--- src/rtl/core_pkg.sv ---
// Shared decode constants, FSM state type and immediate extractors for the
// control-flow resolution stage.
package core_pkg;

  localparam logic [6:0] OP_JAL    = 7'b1101111;
  localparam logic [6:0] OP_JALR   = 7'b1100111;
  localparam logic [6:0] OP_BRANCH = 7'b1100011;

  localparam logic [2:0] F3_BEQ  = 3'b000;
  localparam logic [2:0] F3_BNE  = 3'b001;
  localparam logic [2:0] F3_BLT  = 3'b100;
  localparam logic [2:0] F3_BGE  = 3'b101;
  localparam logic [2:0] F3_BLTU = 3'b110;
  localparam logic [2:0] F3_BGEU = 3'b111;

  typedef enum logic {
    IDLE    = 1'b0,
    RESOLVE = 1'b1
  } br_state_t;

  // I-format immediate, sign-extended.
  function automatic logic [31:0] imm_i(input logic [31:0] instr);
    return {{20{instr[31]}}, instr[31:20]};
  endfunction

  // B-format immediate, sign-extended, bit 0 always zero.
  function automatic logic [31:0] imm_b(input logic [31:0] instr);
    return {{19{instr[31]}}, instr[31], instr[7], instr[30:25], instr[11:8], 1'b0};
  endfunction

  // J-format immediate, sign-extended, bit 0 always zero.
  function automatic logic [31:0] imm_j(input logic [31:0] instr);
    return {{11{instr[31]}}, instr[31], instr[19:12], instr[20], instr[30:21], 1'b0};
  endfunction

endpackage

--- src/rtl/br_cmp.sv ---
// Combinational branch comparator: evaluates the condition selected by
// funct3 and flags the two reserved encodings.
module br_cmp
  import core_pkg::*;
(
  input  logic [2:0]  funct3,
  input  logic [31:0] RS1_VAL,
  input  logic [31:0] RS2_VAL,
  output logic        taken,
  output logic        illegal
);

  // Condition select; reserved funct3 values are never taken.
  always_comb begin
    taken   = 1'b0;
    illegal = 1'b0;
    case (funct3)
      F3_BEQ:  taken = (RS1_VAL == RS2_VAL);
      F3_BNE:  taken = (RS1_VAL != RS2_VAL);
      F3_BLT:  taken = ($signed(RS1_VAL) <  $signed(RS2_VAL));
      F3_BGE:  taken = ($signed(RS1_VAL) >= $signed(RS2_VAL));
      F3_BLTU: taken = (RS1_VAL <  RS2_VAL);
      F3_BGEU: taken = (RS1_VAL >= RS2_VAL);
      default: illegal = 1'b1;
    endcase
  end

endmodule

--- src/rtl/branch_resolve.sv ---
// Branch/jump resolution stage feeding the PC: captures a control-flow
// instruction in IDLE and presents a registered decision during RESOLVE.
module branch_resolve
  import core_pkg::*;
#(
  parameter int unsigned CNT_W = 16
) (
  input  logic             CLK,
  input  logic             RESET_N,
  input  logic [31:0]      INSTR,
  input  logic [31:0]      IP,
  input  logic [31:0]      RS1_VAL,
  input  logic [31:0]      RS2_VAL,
  output logic             b_taken,
  output logic [31:0]      up_amt,
  output logic             illegal_br,
  output logic [CNT_W-1:0] br_count,
  output logic [CNT_W-1:0] taken_count
);

  br_state_t   state_q, state_d;
  logic [6:0]  op;
  logic        is_cf;
  logic        capture;
  logic        cmp_taken, cmp_illegal;
  logic        cap_taken, cap_illegal;
  logic [31:0] cap_amt;
  logic [31:0] jalr_tgt;

  assign op       = INSTR[6:0];
  assign is_cf    = (op == OP_JAL) || (op == OP_JALR) || (op == OP_BRANCH);
  assign capture  = (state_q == IDLE) && is_cf;
  assign jalr_tgt = (RS1_VAL + imm_i(INSTR)) & ~32'd1;

  br_cmp u_cmp (
    .funct3  (INSTR[14:12]),
    .RS1_VAL (RS1_VAL),
    .RS2_VAL (RS2_VAL),
    .taken   (cmp_taken),
    .illegal (cmp_illegal)
  );

  // Decision and offset for the instruction currently on INSTR.
  always_comb begin
    cap_taken   = 1'b0;
    cap_illegal = 1'b0;
    cap_amt     = '0;
    case (op)
      OP_JAL: begin
        cap_taken = 1'b1;
        cap_amt   = imm_j(INSTR);
      end
      OP_JALR: begin
        cap_taken = 1'b1;
        cap_amt   = jalr_tgt - IP;
      end
      OP_BRANCH: begin
        if (cmp_illegal) begin
          cap_illegal = 1'b1;
        end else begin
          cap_taken = cmp_taken;
          cap_amt   = imm_b(INSTR);
        end
      end
      default: ;
    endcase
  end

  // Next state: one RESOLVE cycle per captured instruction.
  always_comb begin
    state_d = state_q;
    case (state_q)
      IDLE:    if (is_cf) state_d = RESOLVE;
      RESOLVE: state_d = IDLE;
      default: state_d = IDLE;
    endcase
  end

  // State register.
  always_ff @(posedge CLK or negedge RESET_N) begin
    if (!RESET_N) state_q <= IDLE;
    else          state_q <= state_d;
  end

  // Output registers hold the capture only for the RESOLVE cycle and are
  // cleared otherwise, so outputs read zero in IDLE straight from flops.
  always_ff @(posedge CLK or negedge RESET_N) begin
    if (!RESET_N) begin
      b_taken    <= 1'b0;
      up_amt     <= '0;
      illegal_br <= 1'b0;
    end else if (capture) begin
      b_taken    <= cap_taken;
      up_amt     <= cap_amt;
      illegal_br <= cap_illegal;
    end else begin
      b_taken    <= 1'b0;
      up_amt     <= '0;
      illegal_br <= 1'b0;
    end
  end

  // Saturating event counters, updated alongside the capture.
  always_ff @(posedge CLK or negedge RESET_N) begin
    if (!RESET_N) begin
      br_count    <= '0;
      taken_count <= '0;
    end else if (capture) begin
      if (br_count != '1) br_count <= br_count + 1'b1;
      if (cap_taken && (taken_count != '1)) taken_count <= taken_count + 1'b1;
    end
  end

endmodule
--- config.mk ---
export PLATFORM = sky130hd
export DESIGN_NAME = branch_resolve
export DESIGN_NICKNAME = d
export VERILOG_FILES = /design/src/rtl/core_pkg.sv /design/src/rtl/br_cmp.sv /design/src/rtl/branch_resolve.sv
export SDC_FILE = /design/constraint.sdc
export NUM_CORES = 1
export LEC_CHECK = 0
export BUFFER_PORTS_ARGS = -buffer_cell sky130_fd_sc_hd__buf_4
export CAP_MARGIN = 20
export CORE_MARGIN = 2
export CORE_UTILIZATION = 55
export CTS_CLUSTER_SIZE = 25
export DETAILED_ROUTE_END_ITERATION = 6
export PLACE_DENSITY_LB_ADDON = 0.25
export SYNTH_ARGS = -nofsm -noshare
export SYNTH_HDL_FRONTEND = slang
export SYNTH_SLANG_ARGS = --single-unit
--- constraint.sdc ---
create_clock -name CLK -period 6 [get_ports CLK]
set_input_delay 0.9 -clock CLK [delete_from_list [all_inputs] [get_ports CLK]]
set_output_delay 0.9 -clock CLK [all_outputs]
set_load 0.005 [all_outputs]
Word level (Yosys, flattened, before mapping) --
Cells that the tools add are included.
Cells by class: add/subtract/negate cells 4, order comparisons 4, eq/ne operators 12, multiplexer cells 12, bitwise logic cells 1, reduce and logical (&&, ||, !) cells 9
Operator list (count):
- $pmux 32 s3 | 1
- $ge 32x32->1 | 2
- $lt 32x32->1 | 2
- $mux 32 | 2
- $add 16x1->16 const B | 2
- $add 32x32->32 | 1
- $eq 32x32->1 | 1
- $ne 16x16->1 const B | 2
- $ne 32x32->1 | 1
- $sub 32x32->32 | 1
- $eq 7x7->1 const B | 3
- $eq 3x3->1 const B | 4
- $mux 1 | 6
- $pmux 1 s6 | 1
- $reduce_or 6->1 | 1
- $pmux 1 s2 | 2
- $reduce_and 2->1 | 2
- $eq 3x1->1 const B | 1
- $logic_not 3->1 | 1
- $logic_and 1x1->1 | 2
- $logic_or 1x1->1 | 2
- $reduce_or 2->1 | 1
- $not 1->1 | 1
Storage, ports and cells: bits in registers 67, input port bits 130, output and inout bits 66, word-level logic and storage cells 48

Logic depth before layout (Yosys ltp) --
Gate-level depths: netlist of the first run.
word-level depth 6, gate-level depth with buffers 22

By module --
Synthesis of the first run repeated with hierarchy kept, for this count alone.
Unflattened totals: cells, all modules 818, area, all modules 6852.8 um^2
By module, submodules not included:
- branch_resolve | times used 1, cells an instance 689, area each 5923.2 um^2, sequential area each 1676.6 um^2
- br_cmp | times used 1, cells an instance 129, area each 929.6 um^2, sequential area each 0.0 um^2

Worst setup path before layout of the first run --
No wires, ideal clock.
kind input to register, start point in INSTR[21], end point reg up_amt[31], arrival time 4860 ps, slack 1012 ps, cell stages on the path 22, buffers on the path 0, cells stage by stage inv_1 fa_1 nor2b_1 o21bai_1 a311oi_2 a221o_1 a211oi_1 o31ai_1 nand2_1 nand2b_1 a21oi_1 xnor2_1 ha_1 a21oi_1 o211ai_1 a211oi_1 a22oi_1 a211o_1 a2111o_1 o211ai_1 xnor2_1 o21ai_1
Between the ends: word-level cells in the longest chain between the ends 4
RTL lines:
- from (decl) | line branch_resolve.sv:10 | input logic [31:0] INSTR,
- $add 32x32->32 | line branch_resolve.sv:33 | assign jalr_tgt = (RS1_VAL + imm_i(INSTR)) & ~32'd1;
- $sub 32x32->32 | line branch_resolve.sv:55 | cap_amt = jalr_tgt - IP;
- $pmux 32 s3 | line branch_resolve.sv:48 | case (op)
- $mux 32 | line branch_resolve.sv:92 | end else if (capture) begin
- to (signal assigned) | line branch_resolve.sv:94 | up_amt <= cap_amt;
- to (decl) | line branch_resolve.sv:15 | output logic [31:0] up_amt,
Every way passes these cells. A chain may end at the register's enable or synchronous reset.

Worst setup path in the final report of the first run --
Same ends and word-level chain as after synthesis.

==> results of run 1 <==
[per-layer routing]
layer	GRT usage, %	share of wire, %
met2	43.9	45
met4	8.27	1.9
met3	1.74	6.0
met5	0	0
met1	38.4	47
[where the power goes]
part | internal (W) | total (W) | switching, W
logic | 0.000371 | 0.000800 | 0.000429
registers | 0.000461 | 0.000470 | 0.00000974
clock network | 0.000328 | 0.000508 | 0.000180
[state kept, by name (all words and copies together) (netlist names)]
signal,cells
up_amt,32
br_count,16
taken_count,16
b_taken,1
illegal_br,1
state_q,1
[layout by cell type (no fill, tap or decap), types with 3 or more instances in the layout]
| master | count |
|---|---|
| a211o_1 | 5 |
| a211oi_1 | 7 |
| a21o_1 | 30 |
| a21oi_1 | 68 |
| a221oi_1 | 7 |
| a22oi_1 | 7 |
| a31oi_1 | 6 |
| a41oi_1 | 3 |
| and2_1 | 4 |
| and3_1 | 6 |
| and4_1 | 5 |
| buf_4 | 199 |
| clkbuf_16 | 9 |
| clkinv_2 | 5 |
| dfrtp_1 | 67 |
| ha_1 | 94 |
| inv_1 | 90 |
| nand2_1 | 58 |
| nand2b_1 | 7 |
| nand3_1 | 24 |
| nand4_1 | 19 |
| nor2_1 | 71 |
| nor2b_1 | 10 |
| nor3_1 | 18 |
| nor3_2 | 4 |
| nor4_1 | 5 |
| o211ai_1 | 6 |
| o21a_1 | 15 |
| o21ai_0 | 26 |
| o21ai_1 | 3 |
| o21bai_1 | 6 |
| o22ai_1 | 4 |
| o31ai_1 | 4 |
| or2_2 | 5 |
| or3_1 | 3 |
| xnor2_1 | 50 |
| xor2_1 | 35 |
[worst max-delay path by stage]
stage / endpoint / slack, ns / cells after the start
finish: up_amt[31] / 0.64 / 23
CTS: up_amt[31] / 0.72 / 23
global route: up_amt[31] / 0.34 / 22
global placement: up_amt[31] / 0.45 / 23
detailed placement: up_amt[31] / 0.38 / 23
floorplan: up_amt[31] / 1.01 / 22
[worst register-to-register path: cells and delay by family, from the launching register on]
kind | cells | cell delay (ns)
DFF | 1 | 0.45
muxes | 1 | 0.41
and+or+nand+nor | 6 | 1.57
AOI/OAI and AO/OA | 1 | 0.10
[area by class of cell]
class                   count  area, sq um
multi-input cells         652         4750
clock buffers              10          239
fillers                   978         3300
flip-flops and latches     67         1680
inverters                  90          338
well taps                 168          210
repair buffers            199         1490
clock inverters             6         55.1
[kinds of logic (layout without fill, tap and decap cells)]
kind of cell	count (synthesis)	in the layout	synth area share (%)
muxes	4	4	0.624
and+or+nand+nor	247	247	17.9
DFF	67	67	24.6
adders and majority gates	96	96	17.8
xor gates and xnor gates	85	85	10.9
buffers and inverters	103	305	5.73
AOI/OAI and AO/OA	220	220	22.3
[per-stage QoR]
stage	hold WS, ns	cell area (sq um)	worst slack (ns)	std cells	total power, W
2_1_floorplan	0.477	6820	1.01	822	0.00105
3_3_place_gp	0.472	8470	0.447	1176	0.00126
3_5_place_dp	0.476	8470	0.379	1176	0.00127
4_1_cts	0.486	8760	0.719	1192	0.00178
5_1_grt	0.514	8760	0.342	1192	0.00190
6_report	0.486	8760	0.641	1192	0.00178
==> impl_metrics.toml, run 1 <==
[status]
status = "complete, but fails checks"
violations = "design-rule violations"

[clock_network]
cts_max_level = 3
cts_hold_buf = 0
clockRootBuffer = "clkbuf_16"
cts_made_buffers = 9
clock-sinks = 67
clk-insertion-delay-late_ns = 0.33
postCtsResizedCells = 0
cts_tree = "done"
post_cts_buffers = 0
cts.clk_slew.worst_paths_ns = 0.05
clock_path_buffers = 2

[critical_path]
startpoint_type = "input port"
r2r-start = "taken_count[4]"
worstPathRequired_ns = 6.20
slowest_delay_ns = 0.46
crit_start = "INSTR[21]"
reg2regPathDepth = 8
critPathBufInv = 2
timing.rr.end = "taken_count[1]"
critPathTopFamily = "compound AO/OA/AOI/OAI gates"
ff2ff_setup_slack_ns = 3.35
cp_slowest_cell = "fa_1"
arrival_ns = 5.56
end_kind = "flip-flop"
critical_path_class = "in -> reg"
path_cells = "buf_4 -> inv_1 -> fa_1 -> nor2b_1 -> o21bai_1 -> a311oi_2 -> a221o_1 -> a211oi_1 -> o31ai_1 -> nand2_1 -> nand2b_1 -> a21oi_1 -> xnor2_1 -> ha_1 -> a21oi_1 -> o211ai_1 -> a211oi_1 -> a22oi_1 -> a211o_1 -> a2111o_1 -> o211ai_1 -> xnor2_1 -> o21ai_1"
cp_max_fo = 5

[layout]
diodes = 0
layout-drive-gt1-share_pct = 23.7
final_util_pct = 72.7
num-nets-final = 1245
area_delta_synth_final_pct = 28.6

[synthesis]
synth_warnings = 0
syn-num-nets = 1048
synth_top_area_share_pct = 24.6
synth_ff_type = "dfrtp_1"
ys_seq_elements = 67
synthTopCellsByCount = "ha_1 (94), inv_1 (90), nor2_1 (71)"
yosysTopAreaCell = "dfrtp_1"
synthDistinctLibCells = 64
syn_avg_cell_area_sq_um = 8.29
async_reset_ff_share_pct = 100
synth_edf_count = 0
syn-cell-area_sq_um = 6820
yosysMostFrequentCell = "ha_1"
synth_seq_area_share_pct = 24.6
syn_inst = 822
synth_area_leaders = "dfrtp_1 (25%), ha_1 (17%), xnor2_1 (6.4%)"

[route]
viasPerCell = 5.62
wirelength_um = 17900
drc = 5
drt-initial-drc-count = 545
firstDrtPassIters = 7
dr_total_vias = 6702
antenna_left = 0
routedWlPerCell_um = 15.0

[sta]
fin_crit_ns = 5.36
skew_ns = 0.00402
setup_violations = 0
fin_setup_tns_ns = 0
hold_viol = 0
post-route-period-util_pct = 89.3
tightestPinTransition_ns = 0.810
final_max_slew_viol_count = 0
relSlewSlack_pct = 46.0
grt_setup_unrepaired = "false"
max_freq_mhz = 187

[hold_path]
holdCritStartpoint = "br_count[9]"
hold-path-cell-count = 1
hp-class = "reg -> reg"
hold-path-endpoint = "br_count[9]"

[floorplanning]
core-area_sq_um = 12100
placementRows = 40
ioPinCount = 196
die_h_um = 115
die_area_sq_um = 13300
chipWidth_um = 115
start_util_pct = 56.5

[global_routing]
grt_pass1_wl_um = 28900
grt_antenna_before_repair = 0
grt_usage_pct = 27.0
grt_overflow = 0
grt_pass1_vias = 6189
grt_max_degree = 68

[pwr]
powerDensity_nw_per_um2 = 203
ir_drop_mv = 0.153
cellLeakagePower_nw = 4.60

[placed_design]
hpwl_um = 14800
io_buffers = 195
gp_congestion = 0.939

[run]
max-cap-violations = 0
(Power assumes the default switching activity.)
==> run 2, diff against run 1 <==
Settings changed: CORE_UTILIZATION 55 to 49, SYNTH_HIERARCHICAL set to 1.
Clock period 6 ns to 4.8 ns, I/O delays scaled along.
==> impl_metrics.toml, run 2 <==
[sta]
fin_setup_tns_ns = 0
final_max_slew_viol_count = 0
setup_violations = 0
max_freq_mhz = 223
hold_viol = 0
fin_crit_ns = 4.49
skew_ns = 0.00285
tightestPinTransition_ns = 0.905
grt_setup_unrepaired = "false"
post-route-period-util_pct = 93.5
relSlewSlack_pct = 39.7

[critical_path]
critical_path_class = "in -> reg"
arrival_ns = 4.67
cp_slowest_cell = "fa_1"
critPathTopFamily = "compound AO/OA/AOI/OAI gates"
end_kind = "flip-flop"
cp_max_fo = 5
worstPathRequired_ns = 4.99
slowest_delay_ns = 0.44
reg2regPathDepth = 9
critPathBufInv = 2
startpoint_type = "input port"
cp_num_cells = 20
path_cells = "buf_4 -> inv_1 -> fa_1 -> nand2b_1 -> a21o_1 -> a211oi_1 -> nor3_1 -> o21bai_1 -> a21oi_1 -> xnor2_1 -> ha_1 -> nand4_1 -> a211oi_1 -> o211ai_1 -> a21oi_1 -> o21ai_0 -> a21oi_1 -> o22ai_1 -> xnor2_1 -> o21ai_0"
cp_common_cell = "a21oi_1"

[route]
drc = 0
dr_total_vias = 6646
antenna_left = 0
routedWlPerCell_um = 14.8
wirelength_um = 17800
drt-initial-drc-count = 342
viasPerCell = 5.52
firstDrtPassIters = 6

[clock_network]
postCtsResizedCells = 0
cts_max_level = 3
clock-sinks = 67
cts_tree = "done"
cts.clk_slew.worst_paths_ns = 0.05
cts_made_buffers = 9
cts_hold_buf = 0
clock_path_buffers = 2
clockRootBuffer = "clkbuf_16"
clk-insertion-delay-late_ns = 0.33
post_cts_buffers = 0

[layout]
layout_commonest_cell = "buf_4"
layout.cells.non_filler = 1203
num-fill-cells = 1252
diodes = 0
area_delta_synth_final_pct = 29.3
final_cell_mix = "buf_4 (207), ha_1 (94), inv_1 (90)"
layout-drive-gt1-share_pct = 23.8
multiInputGateArea_sq_um = 4780
regMostFlops = "up_amt"
num-nets-final = 1244
seqCellArea_sq_um = 1680
largest_reg_flops = 32
reg.largest.list = "up_amt: 32 flops, br_count: 16 flops, taken_count: 16 flops"

[synthesis]
yosysTopAreaCell = "dfrtp_1"
synth_top_area_share_pct = 24.5
syn-cell-area_sq_um = 6850
syn-num-nets = 1044
synth_area_leaders = "dfrtp_1 (24%), ha_1 (17%), xnor2_1 (6.8%)"
async_reset_ff_share_pct = 100
synth_edf_count = 0
synthDistinctLibCells = 71
syn_inst = 818
synth_warnings = 6
syn_avg_cell_area_sq_um = 8.38
synth_seq_area_share_pct = 24.5
yosysMostFrequentCell = "ha_1"
synth_ff_type = "dfrtp_1"
ys_seq_elements = 67
synthTopCellsByCount = "ha_1 (94), inv_1 (90), a21oi_1 (77)"

[floorplanning]
die_area_sq_um = 14900
core-area_sq_um = 13800
start_util_pct = 49.8
placementRows = 43
ioPinCount = 196
die_h_um = 122
chipWidth_um = 122

[global_routing]
grt_pass1_wl_um = 28700
grt_overflow = 0
grt_pass1_vias = 6187
grt_max_degree = 68
grt_antenna_before_repair = 0
grt_usage_pct = 23.7

[pwr]
cellLeakagePower_nw = 4.65
p_total_w = 0.00227
powerDensity_nw_per_um2 = 256
ir_drop_mv = 0.199

[run]
max-cap-violations = 0

[hold_path]
hp-class = "in -> async"

[status]
status = "finished clean"

[placed_design]
hpwl_um = 14800
io_buffers = 195
gp_congestion = 0.882
dp_cells = 1187
[run 2: changes by cell type after synthesis, moves of 6 or more]
cell | previous run | this run
a21oi_1 | 68 | 77
o21ai_0 | 27 | 36
nor2_1 | 71 | 49
nand2_1 | 58 | 40
clkbuf_1 | 12 | 18
nor3_1 | 18 | 9
[run 2: where the power goes]
group	switching (W)	internal, W
clock network	0.000219	0.000416
logic	0.000537	0.000492
registers	0.0000250	0.000584
total	0.000780	0.00149
[run 2: routing by layer]
layer	vias to the layer above	part of all wire [%]	wire length [um]	GRT usage [%]
li1	3362	-	-	-
met4	0	1.3	223	6.11
met3	15	6.4	1150	2.60
met1	3053	45	8100	32.6
met2	216	47	8370	39.9
met5	-	0	0	0
[run 2: area by class of cell]
| cell class | instances | area share, % |
|---|---|---|
| Tap cell | 180 | 2.54 |
| Inverter | 90 | 3.81 |
| Clock buffer | 14 | 2.87 |
| Multi-Input combinational cell | 643 | 53.9 |
| Sequential cell | 67 | 18.9 |
| Timing Repair Buffer | 207 | 17.5 |
| Clock inverter | 2 | 0.395 |
[run 2: final timing paths]
path / startpoint / endpoint / slack (ns)
setup / recovery: INSTR[21] / up_amt[31] / 0.31
hold / removal: RESET_N / br_count[3] / 0.48
setup reg to reg: taken_count[6] / taken_count[13] / 2.47
hold reg to reg: state_q / b_taken / 0.48
max in group asynchronous: RESET_N / taken_count[13] / 3.79
min in group CLK: state_q / b_taken / 0.48
[run 2: stage by stage]
step	util (%)	setup WS [ns]	hold WS, ns	instance area [sq um]
after floorplan	-	0.504	0.424	6850
final	64.3	0.312	0.480	8860
after detailed placement	62.2	0.00792	0.473	8570
after CTS	64.3	0.323	0.483	8860
after global routing	64.3	0.0234	0.510	8860
after global placement	62.2	0.0623	0.463	8570
[run 2: cell families after synthesis]
kind of cell | share of synthesized area, %
compound gates | 23.6
simple gates | 16.7
buf+inv | 5.92
fa+ha+maj | 17.7
xor+xnor | 10.6
flops | 24.5
mux | 0.949
